===== src/rtl/sasebo_simon.sv =====
// Simon128/128 encryption core behind a SASEBO-style handshake.
// One round per clock. The key schedule is generated alongside the rounds.
module sasebo_simon #(
    parameter int ROUNDS = 68
) (
    input  logic         CLK,
    input  logic         RST,
    input  logic [767:0] Din,
    input  logic         Drdy,
    input  logic         EN,
    output logic [127:0] Dout,
    output logic         Dvld,
    output logic         BSY,
    output logic         Trig
);

    // z2 sequence stored leftmost-first, so Z2[i] is the constant bit for key step i.
    localparam logic [0:61] Z2 =
        62'b10101111011100000011010010011000101000010001111110010110110011;
    localparam logic [6:0] LAST_ROUND = 7'(ROUNDS - 1);

    logic [63:0] x, y, ka, kb;
    logic [6:0]  ctr;
    logic [5:0]  z_idx;
    logic        z_bit;
    logic [63:0] x_next, kb_next;
    logic        unused_din;

    // The low 512 bits of Din carry no information for this core.
    assign unused_din = ^Din[511:0];

    // The z2 index wraps at 62, so rounds 62..67 reuse the start of the sequence.
    assign z_idx = (ctr >= 7'd62) ? 6'(ctr - 7'd62) : ctr[5:0];
    assign z_bit = Z2[z_idx];

    assign x_next = y
                  ^ ({x[62:0], x[63]} & {x[55:0], x[63:56]})
                  ^ {x[61:0], x[63:62]}
                  ^ ka;

    assign kb_next = ~ka
                   ^ {kb[2:0], kb[63:3]}
                   ^ {kb[3:0], kb[63:4]}
                   ^ 64'h3
                   ^ {63'd0, z_bit};

    assign Trig = BSY;

    // NOTE: non-blocking assignments only in this block; every register sees pre-edge values.
    always_ff @(posedge CLK) begin
        if (RST) begin
            x    <= '0;
            y    <= '0;
            ka   <= '0;
            kb   <= '0;
            ctr  <= '0;
            Dout <= '0;
            Dvld <= 1'b0;
            BSY  <= 1'b0;
        end else begin
            Dvld <= 1'b0;
            if (BSY) begin
                x  <= x_next;
                y  <= x;
                ka <= kb;
                kb <= kb_next;
                if (ctr == LAST_ROUND) begin
                    Dout <= {x_next, x};
                    Dvld <= 1'b1;
                    BSY  <= 1'b0;
                    ctr  <= '0;
                end else begin
                    ctr <= ctr + 7'd1;
                end
            end else if (Drdy && EN) begin
                x   <= Din[767:704];
                y   <= Din[703:640];
                kb  <= Din[639:576];
                ka  <= Din[575:512];
                ctr <= '0;
                BSY <= 1'b1;
            end
        end
    end

endmodule


===== config.mk =====
export PLATFORM = sky130hd
export DESIGN_NAME = sasebo_simon
export DESIGN_NICKNAME = d
export VERILOG_FILES = /design/src/rtl/sasebo_simon.sv
export SDC_FILE = /design/constraint.sdc
export NUM_CORES = 1
export LEC_CHECK = 0
export ABC_AREA = 1
export ABC_CLOCK_PERIOD_IN_PS = 2600
export CAP_MARGIN = 5
export CELL_PAD_IN_SITES_DETAIL_PLACEMENT = 1
export CELL_PAD_IN_SITES_GLOBAL_PLACEMENT = 2
export CORE_AREA = 2 2 350 352
export DETAILED_ROUTE_END_ITERATION = 10
export DIE_AREA = 0 0 352 354
export PLACE_DENSITY_LB_ADDON = 0.15
export SLEW_MARGIN = 15
export SYNTH_ARGS = -nofsm -noshare
export SYNTH_HDL_FRONTEND = slang
export SYNTH_SLANG_ARGS = --single-unit

===== constraint.sdc =====
create_clock -name CLK -period 2.6 [get_ports CLK]
set_clock_uncertainty 0.05 [all_clocks]
set_input_delay 0.78 -clock CLK [delete_from_list [all_inputs] [get_ports CLK]]
set_output_delay 0.78 -clock CLK [all_outputs]
set_load 0.1 [all_outputs]

==> results.tsv, run 1 <==
stage	metric	value	unit
outcome	status	finished, final reports clean	
sta	rsz0062_at_grt	false	
synthesis	synthesis.area	0.0188	sq mm
place	place.gp.congestion	0.767	
synthesis	yosysSeqAreaShare	0.419	
sta	finalCriticalPeriod	2.32	ns
critical_path	r2r_setup_slack	0.28	ns
power	ir_drop	478	uV
die	core-area	0.121	sq mm
critical_path	crit_path_max_incr_delay	0.38	ns
critical_path	rr_startpoint	ctr[1]$_SDFFE_PP0P_	
die	fp.dieArea	0.125	sq mm
critical_path	critPathMaxFanout	6	
global_route	overflow	0	
power	power.density	650	mW/mm^2
clock_network	cts_root_buffer	clkbuf_16	
route	wl_per_cell	22.0	microns
route	final_antenna_net_count	0	
sta	post-route-period-util	0.891	
clock_network	insertion_delay	0.66	ns
synthesis	ys_types	36	
synthesis	yosys_most_used_dff	dfxtp_1	
sta	fmax	432	MHz
min_path	holdPathStages	2	
clock_network	clk_pin_slew	0.06	ns
die	dieHeight	354	microns
synthesis	syn_nets	3289	
sta	worstMarginPinSlew	0.910	ns
global_route	grt_pass1_wl	145	mm
route	finalWirelength	100	mm
sta	hold_ws	0.400	ns
power	p_leak	10.2	nW
critical_path	crit_family	simple AND/OR/NAND/NOR gates	
cells_and_area	syn_to_final_growth	41.2	%
cells_and_area	nets	3649	
route	drtIter0Drc	758	
die	io_pins	903	
clock_network	cts_num_sinks	393	
route	vias_per_cell	4.08	
route	drtPass1Iterations	4	
critical_path	cp_slowest_cell	dfxtp_4	
sta	setup_violations	0	
route	drc_errors	0	
sta	slew_violations	0	
clock_network	clk_path_buf_depth	3	
critical_path	path_class	reg -> reg	
sta	hold_viol	0	
synthesis	syn_area_per_cell	7.47	sq um
die	start_util	0.155	
clock_network	cts_setup_buffers	0	
critical_path	cpMostUsedCell	nand2_1	
global_route	antenna_found_initial	10	
synthesis	yosysWarnings	0	
critical_path	path_buf_inv	2	
global_route	grt_pass1_vias	19700	
critical_path	r2r_end	kb[0]$_SDFFE_PP0P_	
sta	relSlewSlack	0.393	
critical_path	cp-startpoint	ctr[1]$_SDFFE_PP0P_	
place	port_buffers	390	
critical_path	rr_worst_depth	18	
job	cap_viol_max_count	0	
clock_network	numCtsBuffers	54	
critical_path	crit_arrival	2.81	ns
critical_path	worstPathRequired	3.10	ns
global_route	grt_start_max_net_pins	109	
global_route	grt_usage	0.158	
critical_path	endpoint_kind	flop	
cells_and_area	layout-drive-gt1-share	0.143	
critical_path	startpoint_type	flop	
synthesis	synth-seq-cells	393	
synthesis	syn_inst	2512	
synthesis	synth_edf_count	0	
sta	fin_ws	0.284	ns
min_path	hold_path_class	in -> reg	
place	pre_cts_ws	-0.202	ns
min_path	min_to	x[54]$_SDFFE_PP0P_	
die	die_w	352	microns
clock_network	h-tree-depth	2	
die	fp-row-count	128	
min_path	hp-start	RST	
clock_network	cts_tree	built	
synthesis	async_reset_ff_frac	0	
critical_path	crit_chain	ha_1 > nand2_2 > inv_2 > nand2_4 > nand3_4 > nand2_1 > nand2_1 > inv_1 > ha_1 > nand2_1 > nor2_1 > nor2_1 > nand3_1 > nand2_1 > nand2_1 > nand2_1 > nand3_2 > a21oi_2	
place	detailed_place_hpwl	75.7	mm
route	num_vias	18500	
Yosys cell counts, types with 33 or more instances:
cell type / instances / area share
a31oi_1: 192 / 0.064
clkbuf_1: 122 / 0.024
xor2_1: 215 / 0.10
nand3_1: 204 / 0.054
o21ai_0: 33 / 0.0088
nand2_1: 788 / 0.16
inv_1: 126 / 0.025
dfxtp_1: 393 / 0.42
a221oi_1: 65 / 0.030
or2_2: 63 / 0.021
nor2_1: 144 / 0.029
xnor2_1: 44 / 0.021
how the worst max path moves through the flow:
| stage | endpoint | slack (ns) | depth (start not counted) |
|---|---|---|---|
| after floorplan | Dout[110]$_SDFFE_PP0P_ | 0.28 | 8 |
| final | kb[0]$_SDFFE_PP0P_ | 0.28 | 18 |
| after CTS | kb[0]$_SDFFE_PP0P_ | 0.13 | 18 |
| after detailed placement | kb[61]$_SDFFE_PP0P_ | -0.20 | 8 |
| after global routing | kb[0]$_SDFFE_PP0P_ | 0.04 | 18 |
| after global placement | kb[5]$_SDFFE_PP0P_ | -0.15 | 8 |
sequential cells by signal, summed over array words and instances (netlist names):
| register | cells |
|---|---|
| Dout | 128 |
| ka | 64 |
| kb | 64 |
| x | 64 |
| y | 64 |
| ctr | 7 |
| BSY | 1 |
| Dvld | 1 |
report_power, final:
group / switching (mW) / internal, mW / total [mW]
registers: 0.474 / 6.32 / 6.79
clock network: 3.21 / 4.64 / 7.85
logic: 1.46 / 1.15 / 2.61
total: 5.14 / 12.1 / 17.2
cells by family (layout without fill, tap and decap cells):
kind of cell               count (synthesis)  after routing  share of synthesized area
buffers and inverters                    293            698                     0.0611
adders and majority gates                  5              5                    0.00333
other                                      0              4                          0
xor gates and xnor gates                 259            259                      0.121
AOI/OAI and AO/OA                        341            341                      0.123
DFF                                      393            393                      0.419
and+or+nand+nor                         1221           1221                      0.272
metal layers:
layer | GRT usage | up-vias | wire length [microns]
met4 | 0.0419 | 10 | 2540
met2 | 0.241 | 401 | 43100
met1 | 0.216 | 9064 | 48400
met3 | 0.0458 | 96 | 6080
met5 | 0 | - | 53
li1 | - | 8972 | -
stage by stage:
stage / TNS [ns] / total power [mW] / instances / utilization / area (sq um)
floorplan: 0 / 8.16 / 2512 / - / 18800
global placement: -8.05 / 9.58 / 4441 / 0.204 / 24700
detailed placement: -12.96 / 9.60 / 4441 / 0.204 / 24700
CTS: 0 / 17.7 / 4542 / 0.219 / 26500
global route: 0 / 18.2 / 4542 / 0.219 / 26500
finish: 0 / 17.2 / 4546 / 0.219 / 26500
cell type report:
cell class / instances / area, sq um
clock buffer: 84 / 1650
sequential: 393 / 7880
fill: 14400 / 94400
multi-input combinational: 1826 / 9780
clock inverter: 17 / 200
tap: 1625 / 2030
timing repair buffer: 461 / 4450
inverter: 136 / 526
antenna: 4 / 10.0
placed cells by master, fill, tap and decap left out, types with 2 or more instances in the layout:
master	n
xor2_1	215
nand3_2	3
inv_4	2
a21oi_1	7
buf_12	27
nor2_1	142
inv_6	3
inv_2	6
dfxtp_4	2
clkbuf_8	16
nand2_1	788
clkbuf_16	55
xnor2_1	44
nand3_1	204
nand2_2	7
a221oi_1	65
nor2_4	2
nand4_1	5
o21ai_0	33
clkinv_2	11
o21ai_1	9
clkdlybuf4s50_1	258
or2_2	63
dfxtp_1	391
nand2_4	2
a31oi_1	192
bufinv_16	3
inv_1	125
clkbuf_1	13
buf_4	175
o21ai_2	31
ha_1	5
diode_2	4
what timing repair did:
| action | 4_1_cts | 5_1_grt |
|---|---|---|
| endpoints found under the setup margin | 0 | 1 |
| hold buffers | 0 | 0 |
| gates resized for setup | 0 | 2 |
(Power assumes the default switching activity.)
==> run 2: changes to the inputs <==
--- a/config.mk
+++ b/config.mk
@@ -14,7 +14,6 @@
 export DETAILED_ROUTE_END_ITERATION = 10
 export DIE_AREA = 0 0 352 354
 export PLACE_DENSITY_LB_ADDON = 0.15
-export SLEW_MARGIN = 15
 export SYNTH_ARGS = -nofsm -noshare
 export SYNTH_HDL_FRONTEND = slang
 export SYNTH_SLANG_ARGS = --single-unit
==> results of run 2 <==
The final DEF is identical to that of run 1; final timing and power are the same.
==> run 3: changes to the inputs <==
==> constraint.sdc (replaced) <==
create_clock -name CLK -period 2.6 [get_ports CLK]
set_clock_uncertainty 0.05 [all_clocks]
set_input_delay 0.65 -clock CLK [delete_from_list [all_inputs] [get_ports CLK]]
set_output_delay 0.65 -clock CLK [all_outputs]
set_load 0.1 [all_outputs]
==> results.tsv, run 3 (synthesis results as in run 1) <==
stage	metric	value	unit
critical_path	path_buf_inv	5	
sta	post-route-period-util	0.919	
sta	rsz0062_at_grt	false	
global_route	grt_pass1_vias	20000	
route	num_vias	18500	
global_route	grt_usage	0.159	
critical_path	crit_arrival	2.89	ns
die	die_w	352	microns
power	p_leak	10.1	nW
place	dpl-instance-area	0.0246	sq mm
clock_network	insertion_delay	0.65	ns
job	cap_viol_max_count	0	
place	pre_cts_ws	0.0342	ns
clock_network	cts_hold_buf	0	
power	ir_drop	481	uV
place	detailed_place_hpwl	76.1	mm
critical_path	crit_family	simple AND/OR/NAND/NOR gates	
critical_path	rr_worst_depth	11	
critical_path	path_class	reg -> reg	
min_path	hold_path_class	in -> reg	
route	final_antenna_net_count	0	
critical_path	rr_startpoint	ctr[0]$_SDFFE_PP0P_	
critical_path	cp_slowest_cell	dfxtp_1	
route	finalWirelength	100	mm
clock_network	h-tree-depth	2	
global_route	antenna_found_initial	12	
route	drtIter0Drc	803	
cells_and_area	nets	3649	
sta	setup_violations	0	
critical_path	startpoint_type	flop	
min_path	hp-start	RST	
sta	hold_viol	0	
route	drtPass1Iterations	4	
die	start_util	0.155	
die	fp.dieArea	0.125	sq mm
clock_network	clk_path_buf_depth	3	
cells_and_area	final_common_cell	nand2_1	
global_route	overflow	0	
cells_and_area	final_cell_mix	788 x nand2_1, 391 x dfxtp_1, 258 x clkdlybuf4s50_1	
cells_and_area	fillers	14300	
critical_path	crit_chain	buf_4 > ha_1 > inv_1 > nor4_4 > nand3_1 > nor2_2 > inv_6 > nor2_8 > inv_4 > buf_12 > o21ai_0	
die	io_pins	903	
sta	final.setup.tns	0	ns
cells_and_area	layout-drive-gt1-share	0.138	
sta	worstMarginPinSlew	0.922	ns
clock_network	clk_pin_slew	0.06	ns
die	dieHeight	354	microns
critical_path	r2r_setup_slack	0.21	ns
die	fp-row-count	128	
sta	relSlewSlack	0.386	
sta	fin_ws	0.211	ns
route	drc_errors	0	
critical_path	crit_path_max_incr_delay	0.33	ns
clock_network	cts_root_buffer	clkbuf_16	
cells_and_area	fin_area	0.0263	sq mm
global_route	grt_start_max_net_pins	112	
cells_and_area	top_register	Dout	
cells_and_area	largest_reg_flops	128	
global_route	grt_pass1_wl	146	mm
route	wl_per_cell	22.0	microns
sta	slew_violations	0	
outcome	status	finished, final reports clean	
place	place.gp.congestion	0.789	
cells_and_area	utilization	0.218	
die	core-area	0.121	sq mm
place	port_buffers	390	
sta	fmax	419	MHz
clock_network	cts_tree	built	
critical_path	critPathMaxFanout	53	
sta	finalCriticalPeriod	2.39	ns
clock_network	cts_num_sinks	393	
critical_path	endpoint_kind	flop	
route	vias_per_cell	4.08	
critical_path	worstPathRequired	3.10	ns
clock_network	numCtsBuffers	55	
critical_path	r2r_end	Dout[119]$_SDFFE_PP0P_	
min_path	holdPathStages	2	
cells_and_area	syn_to_final_growth	40.1	%
min_path	min_to	x[39]$_SDFFE_PP0P_	
power	power.density	632	mW/mm^2
-- run 3: cell count changes in the layout (fill, tap and decap cells not counted), sizes merged --
cell,before,now
bufinv,3,0
clkinv,14,11
clkbuf,84,86
buf,203,202
clkinvlp,0,1
diode,4,5
inv,136,135
-- run 3: report_power, final --
part,internal (mW),switching [mW]
Clock,4.12,3.14
Sequential,6.32,0.474
Combinational,1.15,1.43
-- run 3: what timing repair did --
item / in CTS / in global routing
setup buffers: 0 / 0
resized for setup: 0 / 2
endpoints found under the setup margin: 0 / 2
-- run 3: worst max path at each step --
| stage | startpoint | endpoint | slack, ns | cells past startpoint |
|---|---|---|---|---|
| 5_1_grt | ctr[1]$_SDFFE_PP0P_ | kb[0]$_SDFFE_PP0P_ | 0.08 | 18 |
| 2_1_floorplan | BSY$_SDFF_PP0_ | Dout[110]$_SDFFE_PP0P_ | 0.28 | 8 |
| 3_5_place_dp | Drdy | kb[4]$_SDFFE_PP0P_ | 0.03 | 8 |
| 4_1_cts | ctr[0]$_SDFFE_PP0P_ | Dout[52]$_SDFFE_PP0P_ | 0.10 | 11 |
| 3_3_place_gp | Drdy | ka[2]$_SDFFE_PP0P_ | 0.05 | 8 |
| 6_report | ctr[0]$_SDFFE_PP0P_ | Dout[119]$_SDFFE_PP0P_ | 0.21 | 11 |
-- run 3: cell type report --
type / count / area [sq um] / share of cell area
clock inverters: 11 / 80.1 / 0.00304
inverters: 136 / 526 / 0.0200
diodes: 5 / 12.5 / 0.000476
repair buffers: 460 / 4440 / 0.169
well taps: 1625 / 2030 / 0.0773
multi-input cells: 1826 / 9780 / 0.372
flip-flops and latches: 393 / 7870 / 0.299
clock buffers: 86 / 1570 / 0.0598
-- run 3: through the flow --
stage                     total power, mW  cells  hold slack (ns)
after floorplan                      8.16   2512            0.417
after global placement               9.55   4440            0.417
after detailed placement             9.58   4440            0.417
after CTS                            17.0   4537            0.286
after global routing                 17.5   4537            0.303
final                                16.6   4542            0.317
-- run 3: layer usage --
metal  global-route usage  part of all wire  routed length (microns)
met4               0.0453             0.026                     2600
met5                    0           0.00086                       86
met2                0.246              0.44                    43600
met3               0.0468             0.067                     6700
met1                0.212              0.47                    47100
==> RTL change: new RTL, settings of run 1 <==
Reset style: asynchronous (`RST`), changed in one clocked block.
--- a/src/rtl/sasebo_simon.sv
+++ b/src/rtl/sasebo_simon.sv
@@ -47,7 +47,7 @@
     assign Trig = BSY;
 
     // NOTE: non-blocking assignments only in this block; every register sees pre-edge values.
-    always_ff @(posedge CLK) begin
+    always_ff @(posedge CLK or posedge RST) begin
         if (RST) begin
             x    <= '0;
             y    <= '0;
Formal check against the unedited RTL: differs if RST is asserted again (counterexample within 4 cycles, from zero or initial values and one cycle with RST high); with RST held inactive, the same outputs for 4 cycles.
==> RTL change against run 1 <==
Area after synthesis up 5.0%; via count down 12%; hold slack better by 0.060 ns; routed wire length down 4.7%; count of clock-buffer cells in the layout down 7; setup slack better by 0.0060 ns; sequential cell count unchanged; design area up 5.2%; final cell count down 9.7%.
Power is not compared: it rests on default switching activity, and its combinational part moved more than twofold at a synthesized area within 25%.
==> RTL change: results (changes against run 1) <==
Global route
  • GRT met3 Usage: 3.41% (was 4.58%)
  • Largest net degree at the start of global routing: 64 (was 109)
  • GR Util met2: 23.2% (was 24.1%)
  • Total Routing Usage GR: 15.2% (was 15.8%)
  • Number of global-route vias before repair: 18,026 (was 19,738)
  • Grt met1 use: 21.4% (was 21.6%)

Synth
  • Post-Synth Adder-Cell Area: 0.317% (was 0.333%)
  • Synth Area per Inst: 9.77 sq um (was 7.47 sq um)
  • Distinct cell type count after synthesis: 33 (was 36)
  • Post-synthesis compound-gate area fraction: 10.9% (was 12.3%)
  • Top FF cell, synth: dfrtp_1 (was dfxtp_1)
  • Top post-synthesis cells by count: 527 x nand2_1, 393 x dfrtp_1, 256 x xor2_1 (was 788 x nand2_1, 393 x dfxtp_1, 215 x xor2_1)
  • Async S/R FF share, synth: 100% (was 0%)

Placed design
  • GPL Wtd Cong: 0.755 (was 0.767)
  • Placed Cells: 3,996 (was 4,441)
  • Placed Area: 25,900 sq um (was 24,700 sq um)

Final layout
  • Multi-input comb cells: 1,358 (was 1,826)
  • Buffer share of cell area: 16.2% (was 16.8%)
  • Layout fillers: 13,777 (was 14,358)
  • Fin cells: 4,103 (was 4,546)
  • Seq. cell area: 9840 sq um (was 7880 sq um)
  • Ant diodes: 5 (was 4)
  • Clock Network Area Fraction: 7.18% (was 6.96%)
  • Share of cells above drive strength 1: 19.5% (was 14.3%)
  • Area of the multi-input gates: 8850 sq um (was 9780 sq um)
  • Nonclk inv count: 166 (was 136)

Routing
  • Metal3 WL: 5.67 mm (was 6.08 mm)
  • First-iteration detailed-routing DRC count: 673 (was 758)
  • Metal-1 WL: 45.9 mm (was 48.4 mm)
  • Met2 WL: 41.6 mm (was 43.1 mm)
  • Iteration count of the initial detailed-routing pass: 5 (was 4)
  • Routed length per placed instance: 23.3 microns (was 22.0 microns)

Outcome
  • Status: finished, final reports clean (unchanged)

Setup path
  • Critical Path AT: 2.78 ns (was 2.81 ns)
  • Worst path slowest cell: dfrtp_1 (was dfxtp_4)

Clock network
  • Worst skew pair latency: 0.64 ns (was 0.66 ns)
==> RTL change: what timing repair did <==
action / 4_1_cts / 5_1_grt
setup buffers: 0 / 0
endpoints found under the setup margin: 0 / 1
gates resized for setup: 0 / 1
==> RTL change: worst paths after layout <==
kind                                 startpoint                   end  slack, ns  cells past startpoint
max in group asynchronous                   RST     y[11]$_DFFE_PP0P_       1.29                      4
hold / removal             Dout[94]$_DFFE_PP0P_  Dout[94]$_DFFE_PP0P_       0.46                      1
setup / recovery             ctr[1]$_DFFE_PP0P_     kb[0]$_DFFE_PP0P_       0.29                     17
min in group asynchronous                   RST  Dout[92]$_DFFE_PP0P_       0.53                      3
setup reg to reg             ctr[1]$_DFFE_PP0P_     kb[0]$_DFFE_PP0P_       0.29                     17
hold reg to reg            Dout[94]$_DFFE_PP0P_  Dout[94]$_DFFE_PP0P_       0.46                      1
==> RTL change: power breakdown <==
part / switching, mW / internal [mW]
sequential: 1.82 / 7.25
combinational: 3.82 / 2.87
clock: 3.20 / 5.22
total: 8.84 / 15.3
